### src/rtl/axi_cache_arbiter_pkg.sv
// Shared constants and FSM state encodings for the I$/D$ to AXI arbiter.
package axi_cache_arbiter_pkg;

    localparam int unsigned AXI_ID_W = 4;

    localparam logic [1:0]          AXI_BURST_INCR = 2'b01;
    localparam logic [AXI_ID_W-1:0] AXI_ID_INST    = 4'd0;
    localparam logic [AXI_ID_W-1:0] AXI_ID_DATA    = 4'd1;

    typedef enum logic [1:0] {
        R_IDLE,
        R_AR,
        R_DATA
    } rd_state_e;

    typedef enum logic [1:0] {
        W_IDLE,
        W_AW,
        W_DATA,
        W_RESP
    } wr_state_e;

endpackage

### src/rtl/axi_cache_arbiter.sv
// Merges I$ and D$ read misses and D$ writes onto one AXI master port.
// One outstanding read and one outstanding write; D-side accesses stay ordered.
module axi_cache_arbiter
    import axi_cache_arbiter_pkg::*;
#(
    parameter int unsigned         ADDR_W  = 32,
    parameter int unsigned         DATA_W  = 32,
    parameter logic [AXI_ID_W-1:0] INST_ID = AXI_ID_INST,
    parameter logic [AXI_ID_W-1:0] DATA_ID = AXI_ID_DATA
) (
    input  logic                  aclk,
    input  logic                  aresetn,
    // instruction cache read client
    input  logic                  i_req,
    input  logic [ADDR_W-1:0]     i_addr,
    input  logic [7:0]            i_len,
    input  logic [2:0]            i_size,
    output logic                  i_gnt,
    output logic                  i_rvalid,
    output logic                  i_rlast,
    // data cache read client
    input  logic                  d_req,
    input  logic [ADDR_W-1:0]     d_addr,
    input  logic [7:0]            d_len,
    input  logic [2:0]            d_size,
    output logic                  d_gnt,
    output logic                  d_rvalid,
    output logic                  d_rlast,
    output logic [DATA_W-1:0]     c_rdata,
    // data cache write client
    input  logic                  dw_req,
    input  logic [ADDR_W-1:0]     dw_addr,
    input  logic [7:0]            dw_len,
    input  logic [2:0]            dw_size,
    output logic                  dw_gnt,
    input  logic [DATA_W-1:0]     dw_wdata,
    input  logic [DATA_W/8-1:0]   dw_wstrb,
    output logic                  dw_wnext,
    output logic                  dw_done,
    // AXI read address
    output logic [AXI_ID_W-1:0]   arid,
    output logic [ADDR_W-1:0]     araddr,
    output logic [7:0]            arlen,
    output logic [2:0]            arsize,
    output logic [1:0]            arburst,
    output logic [1:0]            arlock,
    output logic [3:0]            arcache,
    output logic [2:0]            arprot,
    output logic                  arvalid,
    input  logic                  arready,
    // AXI read data
    input  logic [AXI_ID_W-1:0]   rid,
    input  logic [DATA_W-1:0]     rdata,
    input  logic [1:0]            rresp,
    input  logic                  rlast,
    input  logic                  rvalid,
    output logic                  rready,
    // AXI write address
    output logic [AXI_ID_W-1:0]   awid,
    output logic [ADDR_W-1:0]     awaddr,
    output logic [7:0]            awlen,
    output logic [2:0]            awsize,
    output logic [1:0]            awburst,
    output logic [1:0]            awlock,
    output logic [3:0]            awcache,
    output logic [2:0]            awprot,
    output logic                  awvalid,
    input  logic                  awready,
    // AXI write data
    output logic [AXI_ID_W-1:0]   wid,
    output logic [DATA_W-1:0]     wdata,
    output logic [DATA_W/8-1:0]   wstrb,
    output logic                  wlast,
    output logic                  wvalid,
    input  logic                  wready,
    // AXI write response
    input  logic [AXI_ID_W-1:0]   bid,
    input  logic [1:0]            bresp,
    input  logic                  bvalid,
    output logic                  bready
);

    rd_state_e             r_state_q, r_state_d;
    logic [AXI_ID_W-1:0]   arid_q, arid_d;
    logic [ADDR_W-1:0]     araddr_q, araddr_d;
    logic [7:0]            arlen_q, arlen_d;
    logic [2:0]            arsize_q, arsize_d;
    logic                  arvalid_q, arvalid_d;
    logic                  rready_q, rready_d;
    logic                  i_gnt_q, i_gnt_d;
    logic                  d_gnt_q, d_gnt_d;

    wr_state_e             w_state_q, w_state_d;
    logic [ADDR_W-1:0]     awaddr_q, awaddr_d;
    logic [7:0]            awlen_q, awlen_d;
    logic [2:0]            awsize_q, awsize_d;
    logic                  awvalid_q, awvalid_d;
    logic                  wvalid_q, wvalid_d;
    logic                  bready_q, bready_d;
    logic                  dw_gnt_q, dw_gnt_d;
    logic [7:0]            cnt_q, cnt_d;

    logic d_rd_win;
    logic rd_blocks_wr;
    logic r_beat;
    logic w_beat;
    logic unused_resp;

    // A D-side read waits for any write in flight; a D-side write waits for a
    // D-side read in flight. On a same-cycle D read/write tie the read goes first.
    assign d_rd_win     = (r_state_q == R_IDLE) && d_req && (w_state_q == W_IDLE);
    assign rd_blocks_wr = d_rd_win || ((r_state_q != R_IDLE) && (arid_q == DATA_ID));

    assign r_beat   = rvalid && rready_q;
    assign w_beat   = wvalid_q && wready;

    assign i_gnt    = i_gnt_q;
    assign d_gnt    = d_gnt_q;
    assign i_rvalid = r_beat && (rid == INST_ID);
    assign d_rvalid = r_beat && (rid != INST_ID);
    assign i_rlast  = i_rvalid && rlast;
    assign d_rlast  = d_rvalid && rlast;
    assign c_rdata  = rdata;

    assign arid     = arid_q;
    assign araddr   = araddr_q;
    assign arlen    = arlen_q;
    assign arsize   = arsize_q;
    assign arburst  = AXI_BURST_INCR;
    assign arlock   = '0;
    assign arcache  = '0;
    assign arprot   = '0;
    assign arvalid  = arvalid_q;
    assign rready   = rready_q;

    assign awid     = DATA_ID;
    assign awaddr   = awaddr_q;
    assign awlen    = awlen_q;
    assign awsize   = awsize_q;
    assign awburst  = AXI_BURST_INCR;
    assign awlock   = '0;
    assign awcache  = '0;
    assign awprot   = '0;
    assign awvalid  = awvalid_q;

    // Write data is a pass-through of the client's current beat; only the
    // handshake-side controls (valid/last) come from registered state.
    assign wid      = DATA_ID;
    assign wdata    = dw_wdata;
    assign wstrb    = dw_wstrb;
    assign wvalid   = wvalid_q;
    assign wlast    = wvalid_q && (cnt_q == awlen_q);
    assign bready   = bready_q;
    assign dw_gnt   = dw_gnt_q;
    assign dw_wnext = w_beat;
    assign dw_done  = bvalid && bready_q;

    assign unused_resp = ^{rresp, bresp, bid};

    // Read FSM next-state: arbitrate, issue AR, then stream R beats until rlast.
    always_comb begin
        r_state_d = r_state_q;
        arid_d    = arid_q;
        araddr_d  = araddr_q;
        arlen_d   = arlen_q;
        arsize_d  = arsize_q;
        arvalid_d = arvalid_q;
        rready_d  = rready_q;
        i_gnt_d   = 1'b0;
        d_gnt_d   = 1'b0;
        unique case (r_state_q)
            R_IDLE: begin
                if (d_rd_win) begin
                    arid_d    = DATA_ID;
                    araddr_d  = d_addr;
                    arlen_d   = d_len;
                    arsize_d  = d_size;
                    arvalid_d = 1'b1;
                    d_gnt_d   = 1'b1;
                    r_state_d = R_AR;
                end else if (i_req) begin
                    arid_d    = INST_ID;
                    araddr_d  = i_addr;
                    arlen_d   = i_len;
                    arsize_d  = i_size;
                    arvalid_d = 1'b1;
                    i_gnt_d   = 1'b1;
                    r_state_d = R_AR;
                end
            end
            R_AR: begin
                if (arready) begin
                    arvalid_d = 1'b0;
                    rready_d  = 1'b1;
                    r_state_d = R_DATA;
                end
            end
            R_DATA: begin
                if (r_beat && rlast) begin
                    rready_d  = 1'b0;
                    r_state_d = R_IDLE;
                end
            end
            default: r_state_d = R_IDLE;
        endcase
    end

    // Read path registers.
    always_ff @(posedge aclk) begin
        if (!aresetn) begin
            r_state_q <= R_IDLE;
            arid_q    <= '0;
            araddr_q  <= '0;
            arlen_q   <= '0;
            arsize_q  <= '0;
            arvalid_q <= 1'b0;
            rready_q  <= 1'b0;
            i_gnt_q   <= 1'b0;
            d_gnt_q   <= 1'b0;
        end else begin
            r_state_q <= r_state_d;
            arid_q    <= arid_d;
            araddr_q  <= araddr_d;
            arlen_q   <= arlen_d;
            arsize_q  <= arsize_d;
            arvalid_q <= arvalid_d;
            rready_q  <= rready_d;
            i_gnt_q   <= i_gnt_d;
            d_gnt_q   <= d_gnt_d;
        end
    end

    // Write FSM next-state: issue AW, stream W beats, then wait for B.
    always_comb begin
        w_state_d = w_state_q;
        awaddr_d  = awaddr_q;
        awlen_d   = awlen_q;
        awsize_d  = awsize_q;
        awvalid_d = awvalid_q;
        wvalid_d  = wvalid_q;
        bready_d  = bready_q;
        dw_gnt_d  = 1'b0;
        cnt_d     = cnt_q;
        unique case (w_state_q)
            W_IDLE: begin
                if (dw_req && !rd_blocks_wr) begin
                    awaddr_d  = dw_addr;
                    awlen_d   = dw_len;
                    awsize_d  = dw_size;
                    awvalid_d = 1'b1;
                    dw_gnt_d  = 1'b1;
                    cnt_d     = '0;
                    w_state_d = W_AW;
                end
            end
            W_AW: begin
                if (awready) begin
                    awvalid_d = 1'b0;
                    wvalid_d  = 1'b1;
                    w_state_d = W_DATA;
                end
            end
            W_DATA: begin
                if (w_beat) begin
                    cnt_d = cnt_q + 8'd1;
                    if (wlast) begin
                        wvalid_d  = 1'b0;
                        bready_d  = 1'b1;
                        w_state_d = W_RESP;
                    end
                end
            end
            W_RESP: begin
                if (bvalid) begin
                    bready_d  = 1'b0;
                    cnt_d     = '0;
                    w_state_d = W_IDLE;
                end
            end
            default: w_state_d = W_IDLE;
        endcase
    end

    // Write path registers.
    always_ff @(posedge aclk) begin
        if (!aresetn) begin
            w_state_q <= W_IDLE;
            awaddr_q  <= '0;
            awlen_q   <= '0;
            awsize_q  <= '0;
            awvalid_q <= 1'b0;
            wvalid_q  <= 1'b0;
            bready_q  <= 1'b0;
            dw_gnt_q  <= 1'b0;
            cnt_q     <= '0;
        end else begin
            w_state_q <= w_state_d;
            awaddr_q  <= awaddr_d;
            awlen_q   <= awlen_d;
            awsize_q  <= awsize_d;
            awvalid_q <= awvalid_d;
            wvalid_q  <= wvalid_d;
            bready_q  <= bready_d;
            dw_gnt_q  <= dw_gnt_d;
            cnt_q     <= cnt_d;
        end
    end

endmodule
### config.mk
export PLATFORM = sky130hd
export DESIGN_NAME = axi_cache_arbiter
export DESIGN_NICKNAME = d
export VERILOG_FILES = /design/src/rtl/axi_cache_arbiter_pkg.sv /design/src/rtl/axi_cache_arbiter.sv
export SDC_FILE = /design/constraint.sdc
export NUM_CORES = 1
export LEC_CHECK = 0
export ABC_CLOCK_PERIOD_IN_PS = 2540
export BUFFER_PORTS_ARGS = -buffer_cell sky130_fd_sc_hd__buf_2
export CAP_MARGIN = 20
export CORE_AREA = 2 2 162 164
export CTS_BUF_LIST = sky130_fd_sc_hd__clkbuf_4 sky130_fd_sc_hd__clkbuf_8 sky130_fd_sc_hd__clkbuf_16
export CTS_CLUSTER_SIZE = 24
export DETAILED_ROUTE_END_ITERATION = 8
export DIE_AREA = 0 0 164 166
export PLACE_DENSITY = 0.46
export SLEW_MARGIN = 10
export SYNTH_ARGS = -nofsm -noshare
export SYNTH_HDL_FRONTEND = slang
export SYNTH_SLANG_ARGS = --single-unit
export TNS_END_PERCENT = 1
### constraint.sdc
create_clock -name aclk -period 2.54 [get_ports aclk]
set_input_delay 0 -clock aclk [delete_from_list [all_inputs] [get_ports aclk]]
set_output_delay 0 -clock aclk [all_outputs]
set_load 0.02 [all_outputs]
* After elaboration in Yosys (flattened, before gate mapping)
Cells that the tools add are included.
** Operators by class
- Multiplexer cells :: 44
- Bitwise operators :: 2
- $add $sub $neg :: 1
- Reductions and logical operators :: 40
- Eq/ne operators :: 15
** Operators with widths (number)
- 32-bit 2-to-1 mux :: 2
- 8-bit 2-to-1 mux :: 5
- 8-bit one-hot mux with 3 select lines :: 1
- 2-bit 2-to-1 mux :: 9
- 1-bit 2-to-1 mux :: 16
- 2-bit nonzero test :: 7
- 1-bit logical AND :: 13
- 2-bit != test, second input constant :: 6
- 3-bit AND reduction :: 4
- 4-bit AND reduction :: 3
- 1-bit one-hot mux with 2 select lines :: 5
- 8-bit by 1-bit adder with 8-bit output, second input constant :: 1
- 8-bit equality test :: 1
- 4-bit 2-to-1 mux :: 2
- 2-bit one-hot mux with 4 select lines :: 1
- 2-bit AND reduction :: 4
- 2-bit equality test, second input constant :: 3
- 3-bit 2-to-1 mux :: 2
- 2-bit one-hot mux with 3 select lines :: 1
- 5-bit AND reduction :: 1
- 2-bit by 1-bit equality test with 1-bit output, second input constant :: 2
- 4-bit by 1-bit equality test with 1-bit output, second input constant :: 1
- 2-bit logical NOT :: 2
- 4-bit logical NOT :: 1
- 8 further kinds :: 9
** Word-level totals
- Input bits :: 220
- Register bits :: 110
- Logic and storage cells :: 120

* Depth between registers and ports, before layout
- Word-level depth :: 8
- Gate-level depth with buffers :: 8
- Depth with buffers taken out :: 7

* Least setup slack after synthesis
Ideal clock, no wire load.
- Kind :: reg-to-reg
- Start :: register w_state_q[0]
- End :: register cnt_q[7]
- Path slack :: 0.702 ns
- Arrival time :: 1.712 ns
- Buffers on the path :: 1
- Setup time :: 0.126 ns
- Cell stages (with the launch flop) :: 9
- Clock period less this slack :: 1.838 ns
- Cells stage by stage :: dfxtp_1 -> inv_1 -> ha_1 -> clkbuf_1 -> a21boi_1 -> nor4bb_1 -> nand4_1 -> xor2_1 -> nor2_1
** Between the ends
- Word-level cells in the longest chain between the ends :: 7
- Elaborated cells between the ends (all ways) :: 13
** Ends and longest elaborated chain
- start: declaration :: line axi_cache_arbiter.sv:93 : wr_state_e w_state_q, w_state_d;
- start signal: assignment :: line axi_cache_arbiter.sv:297 : w_state_q <= w_state_d;
- 2-bit logical NOT :: line axi_cache_arbiter.sv:111, axi_cache_arbiter.sv:244
- 1-bit logical AND :: line axi_cache_arbiter.sv:111 : assign d_rd_win = (r_state_q == R_IDLE) && d_req && (w_state_q == W_IDLE);
- 1-bit logical OR :: line axi_cache_arbiter.sv:112 : assign rd_blocks_wr = d_rd_win || ((r_state_q != R_IDLE) && (arid_q == DATA_ID));
- 1-bit logical NOT :: line axi_cache_arbiter.sv:246 : if (dw_req && !rd_blocks_wr) begin
- 1-bit logical AND :: line axi_cache_arbiter.sv:246
- 2-bit by 1-bit != test with 1-bit output (no source line)
- 4-bit AND reduction (no source line)
- end signal: assignment :: line axi_cache_arbiter.sv:305 : cnt_q <= cnt_d;
- end: declaration :: line axi_cache_arbiter.sv:101 : logic [7:0] cnt_q, cnt_d;
Parallel ways exist; a longest one is shown, timed or not.
A chain may end at the register's enable or synchronous reset.

* Final worst setup path
- Start :: register r_state_q[1]
- End :: register araddr_q[30] (netlist: araddr[30])
** Between the ends
- Word-level cells in the longest chain between the ends :: 5
- Elaborated cells between the ends (all ways) :: 6
** Ends and longest elaborated chain
- start: declaration :: line axi_cache_arbiter.sv:83 : rd_state_e r_state_q, r_state_d;
- start signal: assignment :: line axi_cache_arbiter.sv:221 : r_state_q <= r_state_d;
- 2-bit logical NOT * :: line axi_cache_arbiter.sv:111, axi_cache_arbiter.sv:171
- 1-bit logical AND (2 in series) :: line axi_cache_arbiter.sv:111
- 2-bit nonzero test (no source line)
- 2-bit AND reduction (no source line)
- end signal: assignment :: line axi_cache_arbiter.sv:223 : araddr_q <= araddr_d;
- end: declaration :: line axi_cache_arbiter.sv:85 : logic [ADDR_W-1:0] araddr_q, araddr_d;
Mark *: on every way between the ends. The rest lies on a longest branch, timed or not.

==> flow_metrics.tcl <==
set metrics [dict create \
    tns_ns 0 \
    core.rowCount 59 \
    final_cell_count_no_fill 1299 \
    synth_area_leaders "dfxtp_1 41%, buf_4 14%, nand2_1 13%" \
    die_y_um 166 \
    hold_viol_final 0 \
    endpoint "araddr[30]" \
    cpPeakStageDelay_ns 0.60 \
    r2r_start "r_state_q[1]" \
    synth_ff_type "dfxtp_1" \
    yosys.cell_count.top_type "nand2_1" \
    synth-seq-cells 107 \
    whs_ns 0.00000562 \
    grt_pass1_wl_mm 27.7 \
    path_clk_slew_ns 0.08 \
    power_leakage_nw 3.63 \
    async_flop_share_pct 0 \
    final_antenna_net_count 0 \
    reg2reg_depth 6 \
    synthCells 669 \
    clock_path_buffers 2 \
    globalplace.congestion 0.741 \
    die_x_um 164 \
    hp-class "in2out" \
    synth-edff-count 0 \
    status "complete, no violations" \
    syn_area_per_cell_um2 7.87 \
    diodes 0 \
    vias_per_cell 4.16 \
    place_ws_ns 0.551 \
    slew_headroom_pct 58.6 \
    dr.first_iter.drc_count 218 \
    antenna_found_initial 0 \
    yosysTopAreaCell "dfxtp_1" \
    fmax_ghz 0.420 \
    hpwl_mm 11.9 \
    netlist_area_um2 5270 \
    clk_latency_ns 0.35 \
    track_usage_pct 12.8 \
    wirelength_mm 18.2 \
    maxCapViolations 0 \
    arrival_ns 2.67 \
    crit_chain "nor2_2, and2_2, buf_12, nand2_1, a311oi_1, dlygate4sd3_1" \
    fin_nets 1185 \
    finalMaxSlewViolations 0 \
    min_period_ns 2.38 \
    powerDensity_nw_per_um2 804 \
    start_util_pct 20.6 \
    slowest_stage "dlygate4sd3_1" \
    overflow 0 \
    synth_cell_types 46 \
    cts_sinks 107 \
    reg2reg_slack_ns 0.16 \
    critical_path_class "reg2reg" \
    drc_errors 0 \
    cts_tree "yes" \
    fp.dieArea_um2 27200 \
    critPathLaunchType "register" \
    critical_path.startpoint "r_state_q[1]" \
    syn_to_final_growth_pct 50.2 \
    vias 5398 \
    critPathMaxFanout 43 \
    end_kind "register" \
    synth_common_cells "187 x nand2_1, 107 x dfxtp_1, 101 x buf_4" \
    netlist.area_leader.share_pct 40.7 \
    cts_max_level 3 \
    core_um2 25600 \
    place_inst 1150 \
    drive_gt1_share_pct 29.7 \
    ys_warn_count 0 \
    root_buffer "clkbuf_16" \
    cp.required_ns 2.83 \
    fin_skew_ns 0.0117 \
    peakVddDrop_uv 361 \
    ys_seq_area_share_pct 40.7 \
    r2r_end "araddr[30]" \
    final-setup-viol-count 0 \
    rsz0062_at_grt "false" \
    port_buffers 245 \
    setup_ws_ns 0.158 \
    period_share_pct 93.8 \
    grt_pass1_vias 5372 \
    cts_setup_buffers 0 \
    grt_start_max_net_pins 52 \
    cts_buffers 9 \
    io_pins 423 \
    tightestPinTransition_ns 0.620 \
    wire_per_inst_um 14.0 \
    dr.pass1.iters 4 \
]
-- worst max-delay path: cells and delay by family, from the launching register on --
family,cells,cell delay [ns]
AOI/OAI and AO/OA,1,0.26
buffers and inverters,2,0.82
DFF,1,0.37
and+or+nand+nor,3,0.83
-- layer usage --
layer	global-route usage [%]	wire [um]	up-vias
met3	4.07	1420	15
met2	23.3	8980	239
met5	0	0	-
met1	14.2	7540	2468
li1	-	-	2676
met4	3.36	229	0
-- worst min path at each step --
stage	depth (start not counted)	to	startpoint	slack, ns
after CTS	0	c_rdata[0]	rdata[0]	0.0001
after global routing	0	wdata[17]	dw_wdata[17]	0.00005
after detailed placement	0	c_rdata[0]	rdata[0]	0.0001
after floorplan	1	i_gnt	d_req	0.10
final	0	wdata[30]	dw_wdata[30]	0.000006
after global placement	0	c_rdata[0]	rdata[0]	0.0001
-- layout by cell type (no fill, tap or decap), types with 3 or more instances in the layout --
cell type / instances
dfxtp_1: 107
a21oi_1: 48
mux2i_1: 4
xor2_1: 6
a211oi_1: 3
nor2_1: 58
inv_1: 7
xnor2_1: 8
nand4_1: 4
ha_1: 5
a311oi_1: 43
conb_1: 33
and2_1: 4
nand3_1: 7
clkbuf_16: 9
dlygate4sd3_1: 132
nand2_1: 186
buf_4: 6
buf_12: 5
buf_2: 245
-- cell type report --
cell class,instances,area (um^2)
well taps,335,419
clock inverters,5,60.1
clock buffers,11,246
fillers,2746,17700
inverters,8,31.3
repair buffers,388,2690
multi-input cells,445,2320
flip-flops and latches,107,2140
-- flip-flops by register name, indices dropped and copies added (netlist names), 2 cells and up --
| name | cells |
|---|---|
| r_state_q | 2 |
| awaddr | 32 |
| awsize | 3 |
| awlen | 8 |
| cnt_q | 8 |
| w_state_q | 2 |
| araddr | 32 |
| arlen | 8 |
| arsize | 3 |
-- timing repair --
| action | CTS | global route |
|---|---|---|
| setup endpoints to repair | 0 | 31 |
| gates resized for setup | 0 | 1 |
| hold endpoints to repair | 89 | 0 |
| hold buffers | 132 | 0 |
-- cell families (layout without fill, tap and decap cells) --
group	Yosys count	after routing	share of synthesized area, %
flops	107	107	40.7
buf+inv	149	412	18.1
compound gates	105	105	14.4
simple gates	282	283	22.1
other cells	2	33	0.143
mux	4	4	0.760
fa+ha+maj	6	6	1.43
xor+xnor	14	14	2.33
-- through the flow --
| step | utilization (%) | power [mW] | area, um^2 |
|---|---|---|---|
| final | 30.9 | 6.36 | 7910 |
| after global routing | 30.9 | 6.81 | 7910 |
| after CTS | 30.8 | 6.43 | 7900 |
| after detailed placement | 24.5 | 4.54 | 6270 |
| after global placement | 24.5 | 4.52 | 6270 |
| after floorplan | - | 3.88 | 5380 |
-- report_power, final --
part	switching, mW	internal (mW)
Combinational	1.56	1.09
Sequential	0.196	2.01
Clock	0.700	0.810
Power figures use the tool's default switching activity.
